===== config.mk =====
export PLATFORM = sky130hd
export DESIGN_NAME = pack_to_stream
export DESIGN_NICKNAME = d
export VERILOG_FILES = /design/src/rtl/pack_to_stream.sv
export SDC_FILE = /design/constraint.sdc
export NUM_CORES = 1
export LEC_CHECK = 0
export CAP_MARGIN = 20
export CORE_UTILIZATION = 49
export CTS_BUF_LIST = sky130_fd_sc_hd__clkbuf_8
export CTS_CLUSTER_SIZE = 12
export DETAILED_ROUTE_END_ITERATION = 10
export PLACE_DENSITY = 0.75
export SLEW_MARGIN = 20
export SYNTH_ARGS = -nofsm -noshare
export SYNTH_HDL_FRONTEND = slang
export SYNTH_SLANG_ARGS = --single-unit

===== constraint.sdc =====
create_clock -name clk -period 2 [get_ports clk]
set_clock_uncertainty 0.1 [all_clocks]
set_input_delay 0.4 -clock clk [delete_from_list [all_inputs] [get_ports clk]]
set_output_delay 0.4 -clock clk [all_outputs]
set_load 0.02 [all_outputs]

===== src/rtl/pack_to_stream.sv =====
// pack_to_stream: decodes CoreSight TPIU formatter frames into (ID, byte) pairs.
// Optional STREAM_ID_FILTER_EN adds IdMask filtering and a saturating DropCount.
module pack_to_stream #(
  parameter logic [6:0] NULL_ID = 7'h00,
  parameter logic [6:0] MAX_ID  = 7'h6F
) (
  input  logic         clk,
  input  logic         rst,
  input  logic         PacketAvail,
  output logic         PacketNext,
  output logic         PacketNextWd,
  input  logic [15:0]  PacketOut,
  input  logic [7:0]   PacketFinal,
  output logic         StreamValid,
  input  logic         StreamReady,
  output logic [6:0]   StreamId,
  output logic [7:0]   StreamByte,
`ifdef STREAM_ID_FILTER_EN
  input  logic [127:0] IdMask,
  output logic [15:0]  DropCount,
`endif
  output logic         ProtocolErr,
  output logic         FrameDone
);

  typedef enum logic [2:0] {
    IDLE, CLAIM, REQ, CAPT, EVEN, ODD, DONE
  } state_t;

  state_t      state;
  logic [7:0]  aux;
  logic [15:0] word;
  logic [2:0]  word_idx;
  logic [6:0]  cur_id;
  logic [6:0]  pend_id;
  logic        pend_vld;

  logic [7:0]  even_b;
  logic [7:0]  odd_b;
  logic [7:0]  data_b;
  logic [6:0]  id_fld;
  logic        aux_bit;
  logic        is_id;
  logic        id_bad;
  logic        last_wd;
  logic        has_data;
  logic        id_on;
  logic        emit;
  logic        stall;

  assign even_b  = word[7:0];
  assign odd_b   = word[15:8];
  assign id_fld  = even_b[7:1];
  assign aux_bit = aux[word_idx];
  assign is_id   = even_b[0];
  assign id_bad  = id_fld > MAX_ID;
  assign last_wd = word_idx == 3'd7;
  assign stall   = StreamValid && !StreamReady;

  // even data bytes borrow their LSB from the aux byte
  assign data_b = (state == EVEN) ? {even_b[7:1], aux_bit}
                                  : odd_b;

  assign has_data = ((state == EVEN) && !is_id)
                 || ((state == ODD) && !last_wd);

`ifdef STREAM_ID_FILTER_EN
  logic masked;
  assign id_on  = IdMask[cur_id];
  assign masked = (cur_id != NULL_ID) && !id_on;
`else
  assign id_on  = 1'b1;
`endif

  assign emit = has_data && (cur_id != NULL_ID) && id_on;

  always_ff @(posedge clk) begin
    if (rst) begin
      state        <= IDLE;
      aux          <= '0;
      word         <= '0;
      word_idx     <= '0;
      cur_id       <= NULL_ID;
      pend_id      <= '0;
      pend_vld     <= 1'b0;
      PacketNext   <= 1'b0;
      PacketNextWd <= 1'b0;
      StreamValid  <= 1'b0;
      StreamId     <= '0;
      StreamByte   <= '0;
      ProtocolErr  <= 1'b0;
      FrameDone    <= 1'b0;
    end else begin
      PacketNext   <= 1'b0;
      PacketNextWd <= 1'b0;
      ProtocolErr  <= 1'b0;
      FrameDone    <= 1'b0;
      if (StreamValid && StreamReady)
        StreamValid <= 1'b0;
      // a byte waiting on the consumer freezes the whole decoder
      if (!stall) begin
        if (emit) begin
          StreamValid <= 1'b1;
          StreamId    <= cur_id;
          StreamByte  <= data_b;
        end
        unique case (state)
          IDLE: begin
            if (PacketAvail) begin
              PacketNext <= 1'b1;
              state      <= CLAIM;
            end
          end
          CLAIM: begin
            word_idx <= '0;
            state    <= REQ;
          end
          REQ: begin
            PacketNextWd <= 1'b1;
            state        <= CAPT;
          end
          CAPT: begin
            // strobe cycle first; the word lands the cycle after
            if (!PacketNextWd) begin
              word <= PacketOut;
              if (word_idx == 3'd0)
                aux <= PacketFinal;
              state <= EVEN;
            end
          end
          EVEN: begin
            if (is_id) begin
              if (id_bad)
                ProtocolErr <= 1'b1;
              else if (!aux_bit || last_wd)
                cur_id <= id_fld;
              else begin
                pend_id  <= id_fld;
                pend_vld <= 1'b1;
              end
            end
            state <= ODD;
          end
          ODD: begin
            if (last_wd) begin
              state <= DONE;
            end else begin
              if (pend_vld) begin
                cur_id   <= pend_id;
                pend_vld <= 1'b0;
              end
              word_idx <= word_idx + 3'd1;
              state    <= REQ;
            end
          end
          DONE: begin
            FrameDone <= 1'b1;
            state     <= IDLE;
          end
          default: state <= IDLE;
        endcase
      end
    end
  end

`ifdef STREAM_ID_FILTER_EN
  always_ff @(posedge clk) begin
    if (rst)
      DropCount <= '0;
    else if (!stall && has_data && masked
             && DropCount != 16'hFFFF)
      DropCount <= DropCount + 16'd1;
  end
`endif

endmodule


**Word-level counts from Yosys, hierarchy flattened**

Index checks and enable logic that the tools add are counted.

- RAM bits: 0
- Word-level logic and storage cells: 93
- Output and inout bits: 20
- Latch bits: 0
- Memories: 0
- Input bits: 28
- ROM bits: 0
- Register bits: 65

- $add $sub $neg: 1
- Reduce and logical (&&, ||, !) cells: 27
- Shift operators: 0
- $lt $le $gt $ge: 2
- Equal/unequal tests: 15
- Bitwise operators: 7
- Mux-type cells: 27
- $mul: 0
- Divide/modulo/power cells: 0

Operator list:

| operator | count |
|---|---|
| $mux 7 | 5 |
| $pmux 3 s6 | 1 |
| $ne 2x2->1 const B | 7 |
| $pmux 7 s2 | 1 |
| $eq 3x3->1 const B | 4 |
| $mux 1 | 12 |
| $mux 3 | 4 |
| $reduce_and 3->1 | 3 |
| $mux 8 | 1 |
| $gt 7x7->1 const B | 1 |
| $not 1->1 | 7 |
| $reduce_and 7->1 | 1 |
| $reduce_bool 7->1 | 1 |
| $eq 3x2->1 const B | 2 |
| $logic_not 3->1 | 2 |
| $pmux 3 s2 | 1 |
| $reduce_and 6->1 | 1 |
| $logic_and 1x1->1 | 5 |
| $reduce_and 5->1 | 1 |
| $logic_not 1->1 | 4 |
| $lt 3x4->1 const B | 1 |
| $reduce_and 4->1 | 1 |
| $reduce_bool 2->1 | 2 |
| $reduce_or 4->1 | 1 |
| 9 further kinds | 10 |

**Longest topological paths before layout**

Gate-level depths: netlist of run 1.

- Word-level depth: 8
- Gate-level depth with buffers: 8

**Worst setup path after synthesis of run 1**

Ideal clock, no wire load.

- Path type: register -> register
- From: reg StreamValid
- To: reg aux[0]
- Data arrival time: 1.973 ns
- Clock period less this slack: 2.200 ns
- Setup slack: -0.200 ns
- Cell stages (with the launch flop): 9
- Cell sequence: dfxtp_1 > nor2b_1 > buf_6 > or4_4 > buf_6 > or3b_1 > buf_6 > mux2i_1 > nor2_1

- Word-level cells in the longest chain between the ends: 3

RTL lines:

| what | line | RTL |
|---|---|---|
| start: declaration | 14 | `output logic StreamValid,` |
| start signal: assignment | 88 | `StreamValid <= 1'b0;` |
| start signal: assignment | 99 | `StreamValid <= 1'b0;` |
| start signal: assignment | 103 | `StreamValid <= 1'b1;` |
| $logic_and 1x1->1 | 58 | `assign stall = StreamValid && !StreamReady;` |
| $not 1->1 (no source line) | n/a |  |
| $reduce_and 4->1 (no source line) | n/a |  |
| end signal: assignment | 127 | `aux <= PacketFinal;` |
| end: declaration | 31 | `logic [7:0] aux;` |

Every way passes these cells.
A chain may end at the register's enable or synchronous reset.

**Worst setup path in the final report of run 1**

- From: reg state[2]
- To: reg StreamByte[5]

- Word-level cells in the longest chain between the ends: 5
- Elaborated cells on any way between the ends: 8
- Classes of those cells: eq/ne: 2; mux: 1; reduce/logical: 5

RTL lines:

| what | line | RTL |
|---|---|---|
| start: declaration | 30 | `state_t state;` |
| start signal: assignment | 79 | `state <= IDLE;` |
| start signal: assignment | 111 | `state <= CLAIM;` |
| start signal: assignment | 116 | `state <= REQ;` |
| $eq 3x3->1 (on tied branches) | 61, 64, 65 |  |
| $logic_and 1x1->1 (on tied branches) | 64, 65 |  |
| $logic_or 1x1->1 | 65 | `\|\| ((state == ODD) && !last_wd);` |
| $logic_and 1x1->1 | 75 | `assign emit = has_data && (cur_id != NULL_ID) && id_on;` |
| $reduce_and 2->1 (no source line) | n/a |  |
| end signal: assignment | 105 | `StreamByte <= data_b;` |
| end: declaration | 17 | `output logic [7:0] StreamByte,` |

Parallel ways exist; a longest one is shown, timed or not.

==> metrics.md, run 1 <==
| Metric | Value |
|---|---|
| Status | finished, violations left |
| Failing checks | DRC |
| CTS H-tree depth | 3 |
| Area after DPL | 0.00346 mm^2 |
| Max Root-Sink Buffers | 2 |
| RSZ-0062 raised after global routing | yes |
| Setup slack after layout | 0.0350 ns |
| Worst path arrival time | 2.11 ns |
| CTS buffer count | 9 |
| Seq/Total Area, Yosys | 46.7% |
| Initial DRC count | 148 |
| M1 GR Usage | 26.6% |
| Design Area, Final | 0.00384 mm^2 |
| Ys flop type | dfxtp_1 |
| Most frequent cells in the layout | dfxtp_1, nor2_1, mux2i_1 |
| Total power | 2.80 mW |
| Vias in the first global route | 2173 |
| Die X | 77.4 um |
| TritonCTS clock tree | yes |
| F_max | 509 MHz |
| Antenna Cells | 0 |
| Hold-fix buffers, CTS | 0 |
| Area delta synth->final | 37.6% |
| Synth top area cells | dfxtp_1, mux2i_1, nor2_1 |
| Biggest fanout along the worst timing path | 5 |
| Routed via count | 2369 |
| Crit path kind | reg -> reg |
| Cells after synthesis | 292 |
| Busiest grt layer | met2 |
| Leak Pwr | 1.56 nW |
| Ys Warns | 0 |
| Nets | 393 |
| Number of vias per cell | 5.40 |
| Core Region | 0.00551 mm^2 |
| Crit end category | flip-flop |
| Worst Path Required | 2.14 ns |
| Area of the mapped netlist | 0.00279 mm^2 |
| Worst-path clk slew | 0.08 ns |
| Max transition margin | 65.7% |
| Power Density | 730 mW/mm^2 |
| EDFF count, synth | 0 |
| Hold Path Origin | rst |
| Share of cells above drive strength 1 | 18.5% |
| Largest net degree at the start of global routing | 34 |
| Initial core utilization | 50.6% |
| Worst skew pair latency | 0.34 ns |
| Final Cycle Share | 98.3% |
| Post-synthesis async set-or-reset flop share | 0% |
| Met2 Usage GRT | 35.0% |
| Worst setup SP type | flip-flop |
| Met3 usage | 3.65% |
| Crit Reg-Reg Startpoint | state[2] |
| IO Count | 48 |
| Max-cap violations | 0 |
| First-pass GRT wire length | 9.96 mm |
| CP startpoint | state[2] |
| Commonest non-fill, non-tap cell in the layout | dfxtp_1 |
| Fin Setup TNS | 0 ns |
| Overflow left after global routing | 0 |
| Syn_nets | 323 |
| Drt first pass iters | 7 |
| Slew @ Worst Pin | 0.509 ns |
| GR Util All Layers | 21.2% |
| # DRC | 2 |
| Final Hold Vio Count | 0 |
| HPWL after DPL | 4.12 mm |
| Row cnt | 27 |
| Post-layout util | 69.7% |
| Min Tclk post-route | 1.97 ns |
| Share of the synthesized area in the top cell type | 46.7% |
| Setup WS pre-CTS | -0.449 ns |
| Cell taking the most area after synthesis | dfxtp_1 |
| Drt total wl | 6.51 mm |
| Final setup vio count | 0 |
| Synth Register Bits | 65 |
| GPL Wtd Cong | 0.835 |
| Fin. max-slew vios | 0 |
| Synth Area per Inst | 9.55 um^2 |
| Post-route ant nets | 0 |
| # port buffers | 47 |
| Distinct cells, synth | 39 |
| Clock sink total | 65 |
| Peak supply drop | 0.440 mV |
| Root buffer cell | clkbuf_8 |
| Die H | 77.4 um |
| Hold crit path type | in -> reg |
| Die ar. | 0.00599 mm^2 |
| WL/cell | 14.8 um |
| Antenna violations before repair | 0 |
## power by group
part	switching (mW)	internal [mW]	leakage [nW]
registers	0.0328	1.33	0.527
logic	0.145	0.169	0.939
clock network	0.516	0.611	0.0985
total	0.694	2.11	1.56
## registers in the layout, indices dropped and copies added (netlist names), 3 cells and up
register	cells
StreamId	7
word	16
word_idx	3
aux	8
pend_id	7
state	3
StreamByte	8
cur_id	7
## stage by stage
stage | hold WS, ns | cells
after floorplan | 0.344 | 292
after global placement | 0.362 | 417
after detailed placement | 0.367 | 417
after CTS | 0.296 | 433
after global routing | 0.317 | 439
final | 0.291 | 439
## layer usage
layer  wire length [um]  vias to the layer above
li1                   -                     1169
met2               3200                       58
met1               2940                     1130
met4                118                        0
met3                244                       12
met5                  0                        -
## synth_stat cells (2+ instances only)
library cell,instances
nor2b_1,4
a31oi_1,2
nand2_1,19
nand3_1,3
a22oi_1,4
mux2i_1,47
nand2b_1,6
nor3_1,6
buf_2,8
nor2_1,56
a311oi_1,15
buf_6,3
o21a_1,2
dfxtp_1,65
a21oi_1,11
clkbuf_1,9
or3b_1,2
ha_1,3
nor4_1,2
inv_1,5
and3_1,2
## logic make-up after synthesis
logic type	count (synthesis)	share of synthesized area, %
simple gates	108	18.4
mux	48	17.3
compound gates	42	11.5
flops	65	46.7
buf+inv	26	4.80
fa+ha+maj	3	1.35
## path summary, 6_finish.rpt
path,to,slack (ns),cells past startpoint
setup / recovery,StreamByte[5],0.03,6
hold / removal,aux[6],0.29,2
setup reg to reg,StreamByte[5],0.03,6
hold reg to reg,StreamId[3],0.38,2
## worst max-delay path, stage by stage, from the launching register on
cell,delay (ns)
dfxtp_1,0.39
or3b_4,0.42
nor3_4,0.18
a2bb2oi_4,0.30
buf_12,0.16
nor2_1,0.04
a311oi_1,0.27
## layout make-up
cell class | instances | area (um^2)
fill | 425 | 1670
tap | 72 | 90.1
timing repair buffer | 80 | 783
sequential | 65 | 1310
clock buffer | 10 | 138
multi-input combinational | 201 | 1420
inverter | 5 | 21.3
clock inverter | 6 | 67.6
## timing repair
| item | CTS | global route |
|---|---|---|
| setup endpoints to repair | 15 | 29 |
| setup buffers | 0 | 4 |
| pin swaps | 0 | 9 |
| hold endpoints to repair | 0 | 0 |
| cloned | 0 | 2 |
| resized for setup | 2 | 17 |
No activity file was read; power rests on OpenSTA's default activity.
==> inputs of run 2 (changes only) <==
--- a/config.mk
+++ b/config.mk
@@ -11,6 +11,7 @@
 export CTS_CLUSTER_SIZE = 12
 export DETAILED_ROUTE_END_ITERATION = 10
 export PLACE_DENSITY = 0.75
+export SKIP_CTS_REPAIR_TIMING = 1
 export SLEW_MARGIN = 20
 export SYNTH_ARGS = -nofsm -noshare
 export SYNTH_HDL_FRONTEND = slang
==> metrics.md, run 2 (same netlist as run 1, synthesis figures left out) <==
| Metric | Value |
|---|---|
| RSZ-0062 raised after global routing | yes |
| Share of cells above drive strength 1 | 18.5% |
| Met2 Usage GRT | 35.0% |
| Nets | 393 |
| Max-cap violations | 0 |
| Crit end category | flip-flop |
| Leak Pwr | 1.57 nW |
| Fin. max-slew vios | 0 |
| Fillers | 423 |
| Min Tclk post-route | 1.96 ns |
| Area after DPL | 0.00346 mm^2 |
| Hold Path Origin | rst |
| GPL Wtd Cong | 0.835 |
| Final Hold Vio Count | 0 |
| Hold crit path type | in -> reg |
| Register area | 0.00131 mm^2 |
| Die X | 77.4 um |
| GR Util All Layers | 21.2% |
| End of the worst hold path | aux[6] |
| Antenna violations before repair | 0 |
| CTS H-tree depth | 3 |
| R2r worst-path depth | 7 |
| F_max | 509 MHz |
| Largest Register | word |
| Max transition margin | 65.7% |
| Busiest grt layer | met2 |
| Worst path arrival time | 2.11 ns |
| Highest-delay cell along the critical path | dfxtp_4 |
| Largest register FFs | 16 |
| Slew @ Worst Pin | 0.509 ns |
| Post-route ant nets | 0 |
| Core Region | 0.00551 mm^2 |
| Worst setup SP type | flip-flop |
| Initial core utilization | 50.6% |
| Area of the multi-input gates | 0.00142 mm^2 |
| Max Root-Sink Buffers | 2 |
| Max stage delay on crit path | 0.38 ns |
| Clock sink total | 65 |
| Crit path kind | reg -> reg |
| Power Density | 730 mW/mm^2 |
| TritonCTS clock tree | yes |
| Final Cycle Share | 98.2% |
| Area delta synth->final | 37.7% |
| Most frequent cells in the layout | dfxtp_1, nor2_1, mux2i_1 |
| First-pass GRT wire length | 9.96 mm |
| Die H | 77.4 um |
| Largest net degree at the start of global routing | 34 |
| Met3 usage | 3.65% |
| # DRC | 2 |
| Die ar. | 0.00599 mm^2 |
| Vias in the first global route | 2173 |
| Antenna Cells | 0 |
| Worst skew pair latency | 0.34 ns |
| Crit Reg-Reg Startpoint | state[1] |
| Biggest fanout along the worst timing path | 5 |
| Critical R2R Capture | StreamByte[5] |
| Crit path buffers/inverters | 2 |
| Largest registers | word (16), StreamByte (8), aux (8) |
| Worst hold path stage count | 2 |
| CTS buffer count | 9 |
| Setup WS pre-CTS | -0.449 ns |
| Worst-path clk slew | 0.08 ns |
| Worst Path Required | 2.14 ns |
| Fin Setup TNS | 0 ns |
| R2R setup slack | 0.04 ns |
| IO Count | 48 |
| Status | finished, violations left |
| Sequence of cells on the critical path | buf_6 > nand2b_4 > nor4b_4 > a2bb2oi_4 > buf_12 > nor2_1 > a311oi_1 |
| Total power | 2.80 mW |
| Number of vias per cell | 5.40 |
| Drt total wl | 6.51 mm |
| Initial DRC count | 148 |
| Drt first pass iters | 7 |
| # port buffers | 47 |
| Design Area, Final | 0.00384 mm^2 |
| Overflow left after global routing | 0 |
| CP delay by family, top | compound AO/OA/AOI/OAI gates |
| M1 GR Usage | 26.6% |
| Row cnt | 27 |
| Root buffer cell | clkbuf_8 |
| WL/cell | 14.8 um |
| HPWL after DPL | 4.12 mm |
| Final setup vio count | 0 |
| Routed via count | 2370 |
| Setup slack after layout | 0.0361 ns |
| Peak supply drop | 0.440 mV |
| Failing checks | DRC |
| Commonest non-fill, non-tap cell in the layout | dfxtp_1 |
[run 2: changes by cell type in the layout (fill, tap and decap cells not counted)]
cell | before | now
dlygate4sd2_1 | 1 | 0
dlymetal6s2s_1 | 0 | 1
[run 2: how the worst max path moves through the flow]
stage	cells after the start	start	slack [ns]	end
floorplan	8	StreamValid	-0.13	aux[0]
global placement	7	StreamReady	-0.40	aux[0]
detailed placement	7	StreamReady	-0.45	aux[4]
CTS	7	StreamReady	-0.10	aux[4]
global route	7	state[1]	-0.007	StreamId[2]
finish	7	state[1]	0.04	StreamByte[5]
[run 2: per-layer routing]
| metal | vias to the layer above | wire [um] | part of all wire [%] |
|---|---|---|---|
| li1 | 1169 | - | - |
| met2 | 60 | 3210 | 49 |
| met3 | 12 | 248 | 3.8 |
| met5 | - | 0 | 0 |
| met1 | 1129 | 2940 | 45 |
| met4 | 0 | 118 | 1.8 |
[run 2: area by class of cell]
type	instances	area share, %
Multi-Input combinational cell	201	37.1
Sequential cell	65	34.2
Timing Repair Buffer	80	20.5
Clock buffer	10	3.58
Tap cell	72	2.35
Clock inverter	6	1.76
Inverter	5	0.554
[run 2: stage by stage]
step	util (%)	hold slack, ns	cells
3_3_place_gp	62.9	0.362	417
3_5_place_dp	62.9	0.367	417
5_1_grt	69.7	0.317	439
2_1_floorplan	-	0.344	292
4_1_cts	66.6	0.296	433
6_report	69.7	0.291	439
[run 2: power breakdown]
group | switching, mW | internal [mW] | total, mW
Combinational | 0.145 | 0.170 | 0.315
Sequential | 0.0328 | 1.33 | 1.36
Clock | 0.516 | 0.611 | 1.13
Total | 0.694 | 2.11 | 2.80
==> inputs of run 3 (changes only) <==
==> constraint.sdc (replaced) <==
create_clock -name clk -period 2 [get_ports clk]
set_clock_uncertainty 0.1 [all_clocks]
set_input_delay 0.4 -clock clk [delete_from_list [all_inputs] [get_ports clk]]
set_output_delay 0.4 -clock clk [all_outputs]
set_load 0.05 [all_outputs]
==> metrics.md, run 3 (same netlist as run 1, synthesis figures left out) <==
| Metric | Value |
|---|---|
| GR Util All Layers | 21.6% |
| Hold Path Origin | rst |
| Share of cells above drive strength 1 | 20.8% |
| Largest registers | word (16), StreamByte (8), aux (8) |
| Worst setup SP type | flip-flop |
| Met1 WL | 2.83 mm |
| Crit path kind | reg -> reg |
| Nets | 392 |
| Die H | 77.4 um |
| Worst path arrival time | 2.12 ns |
| Most frequent cells in the layout | dfxtp_1, nor2_1, mux2i_1 |
| Crit end category | flip-flop |
| Biggest fanout along the worst timing path | 8 |
| First-pass GRT wire length | 10.1 mm |
| Largest Register | word |
| Row cnt | 27 |
| Min Tclk post-route | 1.97 ns |
| Die ar. | 0.00599 mm^2 |
| Final setup vio count | 0 |
| HPWL after DPL | 4.11 mm |
| Final Hold Vio Count | 0 |
| F_max | 508 MHz |
| Drt first pass iters | 6 |
| Max transition margin | 56.5% |
| IO Count | 48 |
| Commonest non-fill, non-tap cell in the layout | dfxtp_1 |
| Worst-path clk slew | 0.07 ns |
| Top sig layer | met4 |
| Antenna violations before repair | 0 |
| DR WL met3 | 271 um |
| Status | finished, final reports clean |
| Clock sink total | 65 |
| Worst Path Required | 2.15 ns |
| Fin. max-slew vios | 0 |
| Crit Reg-Reg Startpoint | state[0] |
| Die X | 77.4 um |
| Slew @ Worst Pin | 0.646 ns |
| Max stage delay on crit path | 0.42 ns |
| WL/cell | 14.1 um |
| CTS H-tree depth | 3 |
| Power Density | 707 mW/mm^2 |
| Final Cycle Share | 98.5% |
| Max Root-Sink Buffers | 2 |
| Largest register FFs | 16 |
| Largest net degree at the start of global routing | 32 |
| # port buffers | 47 |
| Fillers | 466 |
| GPL Wtd Cong | 0.822 |
| Initial DRC count | 105 |
| Hold crit path type | in -> reg |
| Leak Pwr | 1.66 nW |
| Sequence of cells on the critical path | or3b_1 > nor3_2 > a2bb2oi_4 > buf_12 > nor2_1 > a311oi_1 |
| Routed via count | 2307 |
| Placed cells | 417 |
| Number of vias per cell | 5.28 |
| Peak supply drop | 0.593 mV |
| Fin Setup TNS | 0 ns |
| Drt total wl | 6.17 mm |
| # DRC | 0 |
| Vias in the first global route | 2155 |
| Overflow left after global routing | 0 |
| TritonCTS clock tree | yes |
| Root buffer cell | clkbuf_8 |
| Area delta synth->final | 32.7% |
| Post-route ant nets | 0 |
| Post-route insts no fill | 437 |
| CP startpoint | state[0] |
| Core Region | 0.00551 mm^2 |
| Antenna Cells | 0 |
| Max-cap violations | 0 |
| Worst skew pair latency | 0.34 ns |
| Initial core utilization | 50.6% |
| Highest-delay cell along the critical path | or3b_1 |
| Metal2 WL | 2.94 mm |
| CTS buffer count | 9 |
-- run 3: cell types whose count changed in the layout (fill, tap and decap cells not counted), moves of 2 or more --
| cell | previous run | this run |
|---|---|---|
| nand2b_4 | 2 | 0 |
| dlymetal6s2s_1 | 1 | 5 |
| buf_4 | 26 | 43 |
| nand2b_1 | 4 | 6 |
| clkdlybuf4s50_1 | 45 | 26 |
| inv_1 | 4 | 6 |
| clkinv_4 | 2 | 0 |
-- run 3: stage by stage --
step           cell area, um^2  hold WS [ns]  utilization (%)  total power [mW]  worst slack [ns]
5_1_grt                   3700         0.231             67.2              2.72           -0.0205
4_1_cts                   3590         0.227             65.2              2.61            -0.100
6_report                  3700         0.224             67.2              2.62            0.0307
3_3_place_gp              3430         0.363             62.2              1.67            -0.406
2_1_floorplan             2820         0.344                -              1.56            -0.180
3_5_place_dp              3430         0.364             62.2              1.68            -0.448
-- run 3: layout make-up --
| cell class | instances | area [um^2] | area share [%] |
|---|---|---|---|
| Timing Repair Buffer | 79 | 718 | 19.4 |
| Multi-Input combinational cell | 201 | 1400 | 37.8 |
| Tap cell | 72 | 90.1 | 2.43 |
| Sequential cell | 65 | 1310 | 35.4 |
| Inverter | 5 | 18.8 | 0.507 |
| Clock buffer | 10 | 138 | 3.72 |
| Clock inverter | 5 | 25.0 | 0.676 |
-- run 3: worst paths after layout --
check / end / slack (ns) / depth (start not counted)
worst max-delay path: StreamByte[0] / 0.03 / 6
worst min-delay path: state[0] / 0.22 / 2
worst max register to register: StreamByte[0] / 0.03 / 6
worst min register to register: pend_vld / 0.37 / 2
-- run 3: routing by layer --
metal	track usage, %	vias to the layer above
met5	0	-
met3	5.65	8
met2	33.0	58
met1	29.3	1072
met4	7.92	0
li1	-	1169
-- run 3: where the power goes --
part	switching [mW]	total, mW	internal (mW)
Sequential	0.0284	1.36	1.33
Clock	0.492	0.955	0.463
Combinational	0.149	0.305	0.156
Total	0.669	2.62	1.95
-- run 3: worst max-delay path: cells and delay by family (launching register included) --
family | cells | cell delay [ns]
DFF | 1 | 0.36
buffers and inverters | 1 | 0.17
and+or+nand+nor | 3 | 0.70
AOI/OAI and AO/OA | 2 | 0.54
